===== config.mk =====
export PLATFORM = sky130hd
export DESIGN_NAME = pc_word_fetch
export DESIGN_NICKNAME = d
export VERILOG_FILES = /design/src/rtl/pc_word_fetch.sv
export SDC_FILE = /design/constraint.sdc
export NUM_CORES = 1
export LEC_CHECK = 0
export CORE_MARGIN = 2
export CORE_UTILIZATION = 42
export CTS_BUF_LIST = sky130_fd_sc_hd__clkbuf_16
export CTS_CLUSTER_SIZE = 25
export DETAILED_ROUTE_END_ITERATION = 12
export PLACE_DENSITY = 0.92
export SETUP_SLACK_MARGIN = 0.05
export SYNTH_ARGS = -nofsm -noshare
export SYNTH_HDL_FRONTEND = slang
export SYNTH_SLANG_ARGS = --single-unit

===== constraint.sdc =====
create_clock -name clk -period 4 [get_ports clk]
set_input_delay 0.8 -clock clk [delete_from_list [all_inputs] [get_ports clk]]
set_output_delay 0.8 -clock clk [all_outputs]
set_load 0.005 [all_outputs]

===== src/rtl/pc_word_fetch.sv =====
// Instruction-fetch front end: validates a PC byte address, converts it to a word index
// and runs a single outstanding req/ack memory read with a timeout abort.
module pc_word_fetch #(
  parameter int unsigned IDX_W   = 8,
  parameter int unsigned TIMEOUT = 15
) (
  input  logic             clk,
  input  logic             reset,
  input  logic [31:0]      pc_in,
  input  logic             pc_load,
  output logic             fetch_busy,
  output logic             mem_req,
  output logic [IDX_W-1:0] mem_word_addr,
  input  logic             mem_ack,
  input  logic [31:0]      mem_rdata,
  output logic [31:0]      instr,
  output logic [31:0]      instr_pc,
  output logic             instr_valid,
  output logic             fault,
  output logic [1:0]       fault_code
);

  localparam int unsigned CNT_W = $clog2(TIMEOUT + 1);
  localparam logic [CNT_W-1:0] CNT_LAST = CNT_W'(TIMEOUT - 1);

  localparam logic [1:0] CODE_MISALIGNED = 2'b01;
  localparam logic [1:0] CODE_RANGE      = 2'b10;
  localparam logic [1:0] CODE_TIMEOUT    = 2'b11;

  typedef enum logic {
    IDLE = 1'b0,
    WAIT = 1'b1
  } state_t;

  state_t           state;
  logic [CNT_W-1:0] wait_cnt;

  // Request and busy come straight off the state flop so reset drops them at once.
  assign mem_req    = (state == WAIT);
  assign fetch_busy = (state == WAIT);

  always_ff @(posedge clk or posedge reset) begin
    if (reset) begin
      state         <= IDLE;
      wait_cnt      <= '0;
      mem_word_addr <= '0;
      instr         <= '0;
      instr_pc      <= '0;
      instr_valid   <= 1'b0;
      fault         <= 1'b0;
      fault_code    <= 2'b00;
    end else begin
      instr_valid <= 1'b0;
      fault       <= 1'b0;
      case (state)
        IDLE: begin
          if (pc_load) begin
            if (pc_in[1:0] != 2'b00) begin
              fault      <= 1'b1;
              fault_code <= CODE_MISALIGNED;
            end else if (pc_in[31:IDX_W+2] != '0) begin
              fault      <= 1'b1;
              fault_code <= CODE_RANGE;
            end else begin
              mem_word_addr <= pc_in[IDX_W+1:2];
              instr_pc      <= pc_in;
              wait_cnt      <= '0;
              state         <= WAIT;
            end
          end
        end
        WAIT: begin
          // An ack on the final allowed cycle still completes normally.
          if (mem_ack) begin
            instr       <= mem_rdata;
            instr_valid <= 1'b1;
            state       <= IDLE;
          end else if (wait_cnt == CNT_LAST) begin
            fault      <= 1'b1;
            fault_code <= CODE_TIMEOUT;
            state      <= IDLE;
          end else begin
            wait_cnt <= wait_cnt + CNT_W'(1);
          end
        end
        default: state <= IDLE;
      endcase
    end
  end

endmodule

==> run summary <==
io pins = 146
final hold violation count = 0
period utilization = 66.6%
CTS Root Cell = clkbuf_16
post-layout min period = 2660 ps
Hold WC Path Type = register to register
synth warn = 0
Multi-input gate area = 871 um^2
register bit total from synthesis = 73
Die H = 86.1 um
Detail Route Antenna Nets = 0
Switching Share = 18.6%
fillers = 458
Final Power = 1650 uW
global route total overflow = 0
initial cell density of the core = 44.0%
Clock Sinks = 73
Antenna Cells = 0
Synth area leader = dfrtp_1
clk_lat worst skew = 320 ps
vias in the first global route = 2227
Synth async-reset ratio = 100%
fmax = 376 MHz
Mean Syn Cell Area = 14.3 um^2
non-filler cells, final = 424
Post-synth EDFFs = 0
CP max stage cell = nor3_4
DRC = 0
post-CTS setup buffer count = 0
worst-path fanout max = 18
row count = 29
die area = 7400 um^2
worst-path cell chain = clkdlybuf4s50_1 -> nor4_2 -> nand4_2 -> nor3_4 -> mux2_2
largest cells by area after synthesis = dfrtp_1 (65%), mux2_2 (14%), nor2b_1 (5.5%), buf_4 (2.4%), mux2_1 (2.4%)
first-pass GRT wire length = 10500 um
via-per-instance ratio = 4.82
power per standard cell area = 357 nW/um^2
status = completed
Post-CTS Resized = 0
RSZ-0062 raised after global routing = no
pin slew with the least headroom to its limit = 767 ps
drt pass-1 iters = 4
sequential-to-total area share from yosys stat = 64.6%
Clock Path Buffers = 2
Arr. time, crit path = 2870 ps
Yosys top cell area share = 64.6%
DP Cell Count = 409
CTS tree = yes
Primary FF master, synth = dfrtp_1
P_leak = 0.00219 uW
Cell Int Power = 1340 uW
Initial DRC Count = 63
Slowest Stage Delay on Critical Path = 680 ps
GPL Wtd Cong = 0.737
pin count of the biggest net entering global routing = 38
H-tree depth = 3
Clk pwr share = 49.1%
Vias = 2044
Worst Setup End Kind = register
syn_nets = 268
final-report max-slew violation count = 0
I/O Buffers = 145
nets = 413
Logic pwr share = 5.9%
fraction of layout cells with a size suffix above 1 = 16.1%
Psw = 308 uW
TritonCTS Buffers = 9
Hold Buf Count CTS = 0
Synth Instances = 198
critical path class = primary input to register
Relative slew margins = 48.7%
DIE WIDTH = 86.1 um
Worst EP required = 4210 ps
detailed placer's ending HPWL = 5020 um
routed length per instance = 15.6 um
max-cap violation count = 0
routed wire length = 6620 um
top-count cell post-synth = dfrtp_1
initial antenna violation count = 0
clk_skew = 4.11 ps
FF/Latch Area = 1830 um^2
R2R Setup Slk = 1850 ps
synthesis-to-layout area growth = 63.4%
Synth cell types = 30
Netlist Area Pre-Place = 2830 um^2
sequential power share = 45.0%
Clk pin slew, worst setup/hold paths = 60 ps
fin util = 71.9%
TNS Setup = 0 ps
final setup violation count = 0
Setup crit start kind = primary input
Total GRT Usage = 18.7%
core area = 6420 um^2
synth cell count leaders = dfrtp_1 (73), mux2_2 (34), nor2b_1 (25)
peak supply drop = 0.250 mV
## worst max-delay path, delay by kind of cell
kind,cells,cell delay (ps)
buffers and inverters,1,430
and+or+nand+nor,3,1210
muxes,1,410
## state kept, by name (all words and copies together) (netlist names)
| register | count |
|---|---|
| fault | 1 |
| fault_code | 2 |
| fetch_busy | 1 |
| instr_pc | 25 |
| instr_valid | 1 |
| instr | 32 |
| mem_word_addr | 7 |
| wait_cnt | 4 |
## power by group through the flow
stage | Combinational, uW | Clock, uW | Sequential [uW]
6_report | 97.3 | 809 | 743
5_1_grt | 107 | 863 | 743
4_1_cts | 99.6 | 828 | 743
3_5_place_dp | 99.3 | 0 | 756
3_3_place_gp | 97.2 | 0 | 756
2_1_floorplan | 17.9 | 0 | 756
## layer usage
layer	track usage [%]	part of all wire, %
met5	0	0
met4	6.93	1.5
met3	6.16	7.9
met2	33.1	54
met1	20.9	36
## path summary, 6_finish.rpt
check / startpoint / endpoint / depth (start not counted)
worst min-delay path: instr[18] / instr[18] / 1
worst min register to register: instr[18] / instr[18] / 1
max in group asynchronous: reset / instr[4] / 3
min in group asynchronous: reset / instr[20] / 2
worst max-delay path: pc_in[17] / instr_pc[9] / 5
worst max register to register: fetch_busy / instr_pc[9] / 4
## placed cells by master (no fill, tap or decap), types with 3 or more instances in the layout
master           count
nor2b_1             25
clkbuf_16            9
nand2_1              3
dfrtp_1             73
mux2_1               6
nor2_1               4
a21oi_1              4
mux2_2              34
buf_4                3
inv_1                9
clkdlybuf4s50_1    145
nor4_2               3
nand3_1              4
## metrics by stage
stage,worst slack [ps],instance area (um^2),hold WS [ps]
after global placement,1040,4320,480
after global routing,1160,4620,512
final,1340,4620,500
after CTS,1320,4620,504
after floorplan,1350,2830,479
after detailed placement,997,4320,486
## kinds of logic after synthesis
logic type / share of synthesized area, %
mux: 15.9
compound gates: 2.57
buf+inv: 4.60
fa+ha+maj: 0.885
flops: 64.6
xor+xnor: 0.620
simple gates: 10.8
## area by class of cell
type,count,area share [%]
clock inverters,6,1.65
flip-flops and latches,73,39.5
inverters,8,0.650
repair buffers,149,32.3
multi-input cells,102,18.9
well taps,77,2.09
clock buffers,9,4.88
Power figures use the tool's default switching activity.
